**src/rtl/dmem_port_if.sv**
```systemverilog
// Shared data-memory bus between a core's dmem_port (master) and the arbiter/memory (slave).
// Request is held until grant; the transfer completes on the memory's ACK strobe.
interface dmem_port_if #(
    parameter int AW = 16,
    parameter int DW = 16
);
    logic          BUS_REQ;
    logic          BUS_GNT;
    logic          BUS_WE;
    logic [AW-1:0] BUS_ADDR;
    logic [DW-1:0] BUS_WDATA;
    logic [DW-1:0] BUS_RDATA;
    logic          BUS_ACK;

    modport master (
        output BUS_REQ, BUS_WE, BUS_ADDR, BUS_WDATA,
        input  BUS_GNT, BUS_RDATA, BUS_ACK
    );

    modport slave (
        input  BUS_REQ, BUS_WE, BUS_ADDR, BUS_WDATA,
        output BUS_GNT, BUS_RDATA, BUS_ACK
    );
endinterface

```
**src/rtl/dmem_port.sv**
```systemverilog
// Per-core data-memory access controller: latches one request, runs REQ/GNT/ACK, pulses DONE (3 cycles best case).
// Requests arriving while BUSY are dropped, not queued; a watchdog aborts hung transfers with a sticky ERR.
module dmem_port #(
    parameter int AW      = 16,
    parameter int DW      = 16,
    parameter int TIMEOUT = 255,
    parameter int CW      = 8
) (
    input  logic          clk,
    input  logic          rstn,
    input  logic          MEMRD_REQ,
    input  logic          MEMWR_REQ,
    input  logic [AW-1:0] DMADDR,
    input  logic [DW-1:0] DOUT,
    output logic [DW-1:0] DIN,
    output logic          BUSY,
    output logic          DONE,
    output logic          ERR,
    dmem_port_if.master   bus
);

    typedef enum logic [1:0] {
        IDLE = 2'd0,
        REQ  = 2'd1,
        XFER = 2'd2,
        FIN  = 2'd3
    } state_t;

    localparam logic [CW-1:0] TO_VAL = CW'(TIMEOUT);

    state_t        state_q;
    logic [CW-1:0] cnt_q;
    logic [CW-1:0] cnt_d;
    logic          timeout_hit;
    logic [AW-1:0] addr_q;
    logic [DW-1:0] wdata_q;
    logic [DW-1:0] din_q;
    logic          we_q;
    logic          req_q;
    logic          busy_q;
    logic          done_q;
    logic          err_q;

    // Counter counts cycles spent in REQ+XFER; it fires when the next count would reach TIMEOUT.
    assign cnt_d       = cnt_q + {{(CW-1){1'b0}}, 1'b1};
    assign timeout_hit = (cnt_d == TO_VAL);

    always_ff @(posedge clk or negedge rstn) begin
        if (!rstn) begin
            state_q <= IDLE;
            cnt_q   <= '0;
            addr_q  <= '0;
            wdata_q <= '0;
            din_q   <= '0;
            we_q    <= 1'b0;
            req_q   <= 1'b0;
            busy_q  <= 1'b0;
            done_q  <= 1'b0;
            err_q   <= 1'b0;
        end else begin
            done_q <= 1'b0;
            case (state_q)
                IDLE: begin
                    // Write takes priority; a simultaneous read is simply dropped.
                    if (MEMWR_REQ || MEMRD_REQ) begin
                        addr_q  <= DMADDR;
                        wdata_q <= DOUT;
                        we_q    <= MEMWR_REQ;
                        err_q   <= 1'b0;
                        cnt_q   <= '0;
                        req_q   <= 1'b1;
                        busy_q  <= 1'b1;
                        state_q <= REQ;
                    end
                end
                REQ: begin
                    cnt_q <= cnt_d;
                    if (bus.BUS_GNT) begin
                        state_q <= XFER;
                    end else if (timeout_hit) begin
                        err_q   <= 1'b1;
                        req_q   <= 1'b0;
                        done_q  <= 1'b1;
                        state_q <= FIN;
                    end
                end
                XFER: begin
                    cnt_q <= cnt_d;
                    if (bus.BUS_ACK) begin
                        if (!we_q) begin
                            din_q <= bus.BUS_RDATA;
                        end
                        req_q   <= 1'b0;
                        done_q  <= 1'b1;
                        state_q <= FIN;
                    end else if (timeout_hit) begin
                        err_q   <= 1'b1;
                        req_q   <= 1'b0;
                        done_q  <= 1'b1;
                        state_q <= FIN;
                    end
                end
                FIN: begin
                    busy_q  <= 1'b0;
                    state_q <= IDLE;
                end
                default: begin
                    state_q <= IDLE;
                end
            endcase
        end
    end

    assign DIN           = din_q;
    assign BUSY          = busy_q;
    assign DONE          = done_q;
    assign ERR           = err_q;
    assign bus.BUS_REQ   = req_q;
    assign bus.BUS_WE    = we_q;
    assign bus.BUS_ADDR  = addr_q;
    assign bus.BUS_WDATA = wdata_q;

endmodule
```
**src/flat_wrapper.sv**
```systemverilog
// flat-port wrapper written by rule: the top's interface ports become plain ports
module dmem_port_flat 
#(
    parameter int AW      = 16,
    parameter int DW      = 16,
    parameter int TIMEOUT = 255,
    parameter int CW      = 8
)
  (clk, rstn, MEMRD_REQ, MEMWR_REQ, DMADDR, DOUT, DIN, BUSY, DONE, ERR, bus_BUS_REQ, bus_BUS_WE, bus_BUS_ADDR, bus_BUS_WDATA, bus_BUS_GNT, bus_BUS_RDATA, bus_BUS_ACK);
  dmem_port_if #(.AW(AW), .DW(DW)) bus_i ();
  input  logic clk;
  input  logic rstn;
  input  logic MEMRD_REQ;
  input  logic MEMWR_REQ;
  input  logic [AW-1:0] DMADDR;
  input  logic [DW-1:0] DOUT;
  output logic [DW-1:0] DIN;
  output logic BUSY;
  output logic DONE;
  output logic ERR;
  output wire logic [$bits(bus_i.BUS_REQ)-1:0] bus_BUS_REQ;
  output wire logic [$bits(bus_i.BUS_WE)-1:0] bus_BUS_WE;
  output wire logic [$bits(bus_i.BUS_ADDR)-1:0] bus_BUS_ADDR;
  output wire logic [$bits(bus_i.BUS_WDATA)-1:0] bus_BUS_WDATA;
  input wire logic [$bits(bus_i.BUS_GNT)-1:0] bus_BUS_GNT;
  input wire logic [$bits(bus_i.BUS_RDATA)-1:0] bus_BUS_RDATA;
  input wire logic [$bits(bus_i.BUS_ACK)-1:0] bus_BUS_ACK;
  assign bus_BUS_REQ = bus_i.BUS_REQ;
  assign bus_BUS_WE = bus_i.BUS_WE;
  assign bus_BUS_ADDR = bus_i.BUS_ADDR;
  assign bus_BUS_WDATA = bus_i.BUS_WDATA;
  assign bus_i.BUS_GNT = bus_BUS_GNT;
  assign bus_i.BUS_RDATA = bus_BUS_RDATA;
  assign bus_i.BUS_ACK = bus_BUS_ACK;
  dmem_port #(.AW(AW), .DW(DW), .TIMEOUT(TIMEOUT), .CW(CW)) u_core (.clk(clk), .rstn(rstn), .MEMRD_REQ(MEMRD_REQ), .MEMWR_REQ(MEMWR_REQ), .DMADDR(DMADDR), .DOUT(DOUT), .DIN(DIN), .BUSY(BUSY), .DONE(DONE), .ERR(ERR), .bus(bus_i));
endmodule
```
**config.mk**
```make
export PLATFORM = sky130hd
export DESIGN_NAME = dmem_port_flat
export DESIGN_NICKNAME = d
export VERILOG_FILES = /design/src/rtl/dmem_port_if.sv /design/src/rtl/dmem_port.sv /design/src/flat_wrapper.sv
export SDC_FILE = /design/constraint.sdc
export NUM_CORES = 1
export LEC_CHECK = 0
export ABC_AREA = 1
export CORE_UTILIZATION = 40
export DETAILED_ROUTE_END_ITERATION = 6
export GPL_ROUTABILITY_DRIVEN = 0
export GPL_TIMING_DRIVEN = 1
export PLACE_DENSITY = 0.83
export RECOVER_POWER = 50
export SYNTH_ARGS = -nofsm -noshare
export SYNTH_HDL_FRONTEND = slang
export SYNTH_SLANG_ARGS = --single-unit
```
**constraint.sdc**
```tcl
create_clock -name clk -period 2.4 [get_ports clk]
set_input_delay 0.24 -clock clk [delete_from_list [all_inputs] [get_ports clk]]
set_output_delay 0.24 -clock clk [all_outputs]
set_load 0.02 [all_outputs]
```
# Word level (Yosys, flattened, before mapping)
# Cells that the tools add are included.
# Widths: inputs -> output; s select.
dict set report totals {
  register_bits 63
  input_bits 54
  elab_cells 53
}
dict set report classes {
  add_sub_neg 1
  eq_ne 7
  muxes 22
  bitwise 1
  n_reduce_logical 12
}
# operator count
set op_table {}
lappend op_table {{$pmux 8 s2} 1}
lappend op_table {{$mux 1} 11}
lappend op_table {{$add 8x1->8 const B} 1}
lappend op_table {{$eq 8x8->1 const B} 1}
lappend op_table {{$mux 2} 4}
lappend op_table {{$mux 8} 1}
lappend op_table {{$pmux 2 s4} 1}
lappend op_table {{$pmux 1 s3} 2}
lappend op_table {{$reduce_and 2->1} 3}
lappend op_table {{$reduce_and 3->1} 2}
lappend op_table {{$eq 2x2->1 const B} 2}
lappend op_table {{$ne 2x2->1 const B} 2}
lappend op_table {{$pmux 1 s2} 2}
lappend op_table {{$reduce_and 4->1} 1}
lappend op_table {{$reduce_bool 2->1} 2}
lappend op_table {{$reduce_bool 3->1} 1}
lappend op_table {{$eq 2x1->1 const B} 1}
lappend op_table {{$logic_not 2->1} 1}
lappend op_table {{$ne 2x1->1 const B} 1}
lappend op_table {{$reduce_or 2->1} 1}
lappend op_table {{$logic_or 1x1->1} 1}
lappend op_table {{$not 1->1} 1}

# Longest topological paths before layout
dict set report depth {
  depth_word 5
  mapped_depth 13
  mapped_depth_nobuf 13
}

# Worst setup path before layout
# OpenSTA, ideal clock, no wires.
dict set report synth_timing {
  kind {reg2reg}
  startpoint {register u_core.state_q[0]}
  endpoint {register u_core.din_q[10], in the netlist u_core.DIN[10]}
  setup_ns 0.125
  t_arrival_ns 1.571
  path_slack_ns 0.704
  path_stages_with_launch 8
  period_less_slack_ns 1.696
  cell_sequence {dfrtp_1 > inv_1 > ha_1 > nand2_2 > or2_1 > buf_6 > buf_6 > mux2_4}
}
dict set report synth_between {
  elab_chain_cells 2
}
# item line_no
set synth_lines {}
lappend synth_lines {{from (decl)} dmem_port.sv:31} ;# state_t state_q;
lappend synth_lines {{from (signal assigned)} dmem_port.sv:50} ;# state_q <= IDLE;
lappend synth_lines {{from (signal assigned)} dmem_port.sv:73} ;# state_q <= REQ;
lappend synth_lines {{from (signal assigned)} dmem_port.sv:79} ;# state_q <= XFER;
lappend synth_lines {{$eq 2x2->1} dmem_port.sv:62} ;# case (state_q)
lappend synth_lines {{$reduce_and 3->1 (no source line)} n/a}
lappend synth_lines {{to (signal assigned)} dmem_port.sv:91} ;# din_q <= bus.BUS_RDATA;
lappend synth_lines {{to (decl)} dmem_port.sv:37} ;# logic [DW-1:0] din_q;
# No other way between the ends.
# A chain may end at the register's enable or synchronous reset.

# Final worst setup path
dict set report layout_timing {
  startpoint {register u_core.state_q[0]}
  endpoint {register u_core.wdata_q[0], in the netlist u_core.bus.BUS_WDATA[0]}
}
dict set report layout_between {
  elab_chain_cells 2
}
# item line_no
set layout_lines {}
lappend layout_lines {{$logic_not 2->1} dmem_port.sv:62}
lappend layout_lines {{$reduce_and 2->1 (no source line)} n/a}
lappend layout_lines {{to (signal assigned)} dmem_port.sv:53} ;# wdata_q <= '0;
lappend layout_lines {{to (signal assigned)} dmem_port.sv:67} ;# wdata_q <= DOUT;
lappend layout_lines {{to (decl)} dmem_port.sv:36} ;# logic [DW-1:0] wdata_q;
# No other way between the ends.

==> impl_metrics.json <==
{
  "layout_common_cells": "125 x nand2_1, 79 x clkdlybuf4s50_1, 63 x dfrtp_1, 27 x dlygate4sd3_1, 20 x inv_1",
  "antenna_found_initial": 0,
  "wl_per_cell_um": 12.2,
  "fin_crit_ps": 1800,
  "overflow": 0,
  "drcViolationCount": 0,
  "seq_area_frac_synth_pct": 55.9,
  "fin_setup_tns_ps": 0,
  "cts_buffer_depth": 2,
  "drive_above_1_share_pct": 13.3,
  "io_pins": 107,
  "yosysTopAreaCellShare_pct": 55.9,
  "synth_ff_type": "dfrtp_1",
  "critical_path_class": "flop to flop",
  "core_sq_um": 6790,
  "die_h_um": 86.0,
  "dr.pass1.iters": 4,
  "cp_max_fo": 34,
  "rows": 30,
  "cp_data_required_time_ps": 2670,
  "grt_pass1_wl_um": 10200,
  "final_nets": 469,
  "fin_crit_sh_pct": 75.0,
  "final.hold.worst_slack_ps": 432,
  "grt_pass1_vias": 2279,
  "cts.sinks": 63,
  "synth-seq-cells": 63,
  "track_usage_pct": 17.7,
  "via_count": 2309,
  "pwr-share-comb_pct": 49.2,
  "die_area_sq_um": 7390,
  "finalPower_mw": 5.40,
  "worstMarginPinSlew_ps": 948,
  "setup_viol": 0,
  "dp_hpwl_um": 4700,
  "synth-edff-count": 0,
  "path_clk_slew_ps": 70,
  "grt_max_degree": 35,
  "p_switching_mw": 2.18,
  "netlist_area_sq_um": 2820,
  "post_cts_resized": 0,
  "synth.largest_area_cell": "dfrtp_1",
  "crit_path_end_kind": "flop",
  "start_util_pct": 41.5,
  "clock_skew_ps": 6.04,
  "place_area_sq_um": 3980,
  "status": "complete, no violations",
  "cpPeakStageDelay_ps": 470,
  "powerDensity_nw_per_um2": 1300,
  "timing.final.max_slew_violations": 0,
  "cts_buffers": 9,
  "yosysWarnings": 0,
  "p_leak_nw": 2.04,
  "root_buffer": "clkbuf_8",
  "synth.area.top_cells": "dfrtp_1 56%, nand2_1 17%, mux2_4 5.3%",
  "cts_tree": "built",
  "postLayoutCellArea_sq_um": 4170,
  "drt-total-wl_um": 6210,
  "start_kind": "flop",
  "pwr-share-clk_pct": 16.2,
  "drtIter0Drc": 85,
  "diodes": 0,
  "ir_drop_uv": 828,
  "htreeDepth": 3,
  "syn-instance-count": 293,
  "path_buf_inv": 2,
  "synth.avg_cell_area_sq_um": 9.63,
  "post_synth_num_cell_types": 29,
  "area_delta_synth_final_pct": 47.9,
  "maxCapViolations": 0,
  "swShare_pct": 40.4,
  "p_seq_share_pct": 34.6,
  "syn-num-nets": 355,
  "layout_commonest_cell": "nand2_1",
  "rsz0062_at_grt": "no",
  "fillCellCount": 577,
  "slew_headroom_pct": 36.8,
  "ant_nets": 0,
  "hold_class": "input port to flop",
  "via_per_inst": 4.55,
  "path_cells": "inv_1 > ha_1 > nand2_2 > inv_2 > nand2_1 > nand2_1",
  "finalHoldViolCount": 0,
  "internal_power_mw": 3.22,
  "io_buffers": 106,
  "fp.dieW_um": 86.0,
  "fmax_ghz": 0.556,
  "cp_slowest_cell": "inv_2",
  "cp.arrival_ps": 2070,
  "crit_family": "buffers and inverters",
  "cpMostUsedCell": "nand2_1",
  "clock_latency_ps": 340,
  "async_flop_share_pct": 100
}
-- cell families after synthesis --
logic type	count (synthesis)	synth area share (%)
and+or+nand+nor	156	24.0
DFF	63	55.9
buffers and inverters	31	4.79
AOI/OAI and AO/OA	19	4.08
muxes	16	7.72
adders and majority gates	8	3.55
-- sequential cells by signal, summed over array words and instances, names as in the netlist --
signal / count
u_core.DIN: 16
u_core.bus.BUS_ADDR: 16
u_core.bus.BUS_WDATA: 16
u_core.cnt_q: 8
u_core.state_q: 2
u_core.BUSY: 1
u_core.DONE: 1
u_core.ERR: 1
u_core.bus.BUS_REQ: 1
u_core.bus.BUS_WE: 1
-- power by group through the flow --
stage / Clock, mW / Combinational, mW / Sequential (mW)
3_3_place_gp: 0 / 2.69 / 1.87
2_1_floorplan: 0 / 1.07 / 2.35
6_report: 0.874 / 2.66 / 1.87
5_1_grt: 0.942 / 2.89 / 1.93
3_5_place_dp: 0 / 2.76 / 1.88
4_1_cts: 0.904 / 2.76 / 1.88
-- cell type report --
type	count	area (sq um)	share of cell area [%]
timing repair buffer	111	1090	26.1
clock inverter	6	61.3	1.47
multi-input combinational	199	1110	26.6
clock buffer	10	128	3.06
sequential	63	1580	37.8
inverter	23	86.3	2.07
tap	96	120	2.88
-- metal layers --
metal	GRT usage (%)	vias to the layer above	part of all wire (%)
met5	0	-	0
met4	10.0	0	2.3
met3	4.52	13	7.0
met2	29.1	87	47
met1	21.2	1061	44
li1	-	1148	-
-- Yosys cell counts (2+ instances only) --
cell / number
nand4_1: 2
nand2_1: 125
buf_2: 3
mux2_4: 10
nand3_1: 2
nand3_2: 2
nor2_4: 3
ha_1: 8
o21ai_0: 6
o22ai_1: 7
a21oi_1: 2
dfrtp_1: 63
nor2_1: 9
inv_2: 2
nand2_2: 7
o21ai_2: 2
inv_1: 20
clkbuf_1: 3
buf_6: 2
mux2_2: 6
-- timing repair --
item,in CTS,in global routing
setup buffers,0,0
hold buffers,1,0
hold endpoints to repair,17,0
-- final timing paths --
kind                                                      start                              endpoint  slack [ps]  cells after the start
min reg2reg                u_core.bus.BUS_WDATA[12]$_DFFE_PN0P_  u_core.bus.BUS_WDATA[12]$_DFFE_PN0P_         480                      2
max                               u_core.state_q[0]$_DFFE_PN0P_   u_core.bus.BUS_WDATA[0]$_DFFE_PN0P_         600                      6
min in group asynchronous                                  rstn             u_core.DIN[8]$_DFFE_PN0P_         570                      2
max reg2reg                       u_core.state_q[0]$_DFFE_PN0P_   u_core.bus.BUS_WDATA[0]$_DFFE_PN0P_         600                      6
max in group asynchronous                                  rstn           u_core.cnt_q[6]$_DFFE_PN0P_         710                      3
min                                                    DOUT[12]  u_core.bus.BUS_WDATA[12]$_DFFE_PN0P_         430                      3
-- through the flow --
step           instances  util [%]  worst slack, ps
2_1_floorplan        293         -              704
3_3_place_gp         491      58.5              495
3_5_place_dp         491      58.5              464
4_1_cts              508      61.5              570
5_1_grt              508      61.4              381
6_report             508      61.4              600
-- worst reg2reg max path: stages, from the launching register on --
cell     delay [ps]
dfrtp_1         420
inv_1           180
ha_1            240
nand2_2         220
inv_2           470
nand2_1         130
nand2_1          90
Note: power is estimated with default switching activity, not from simulation.
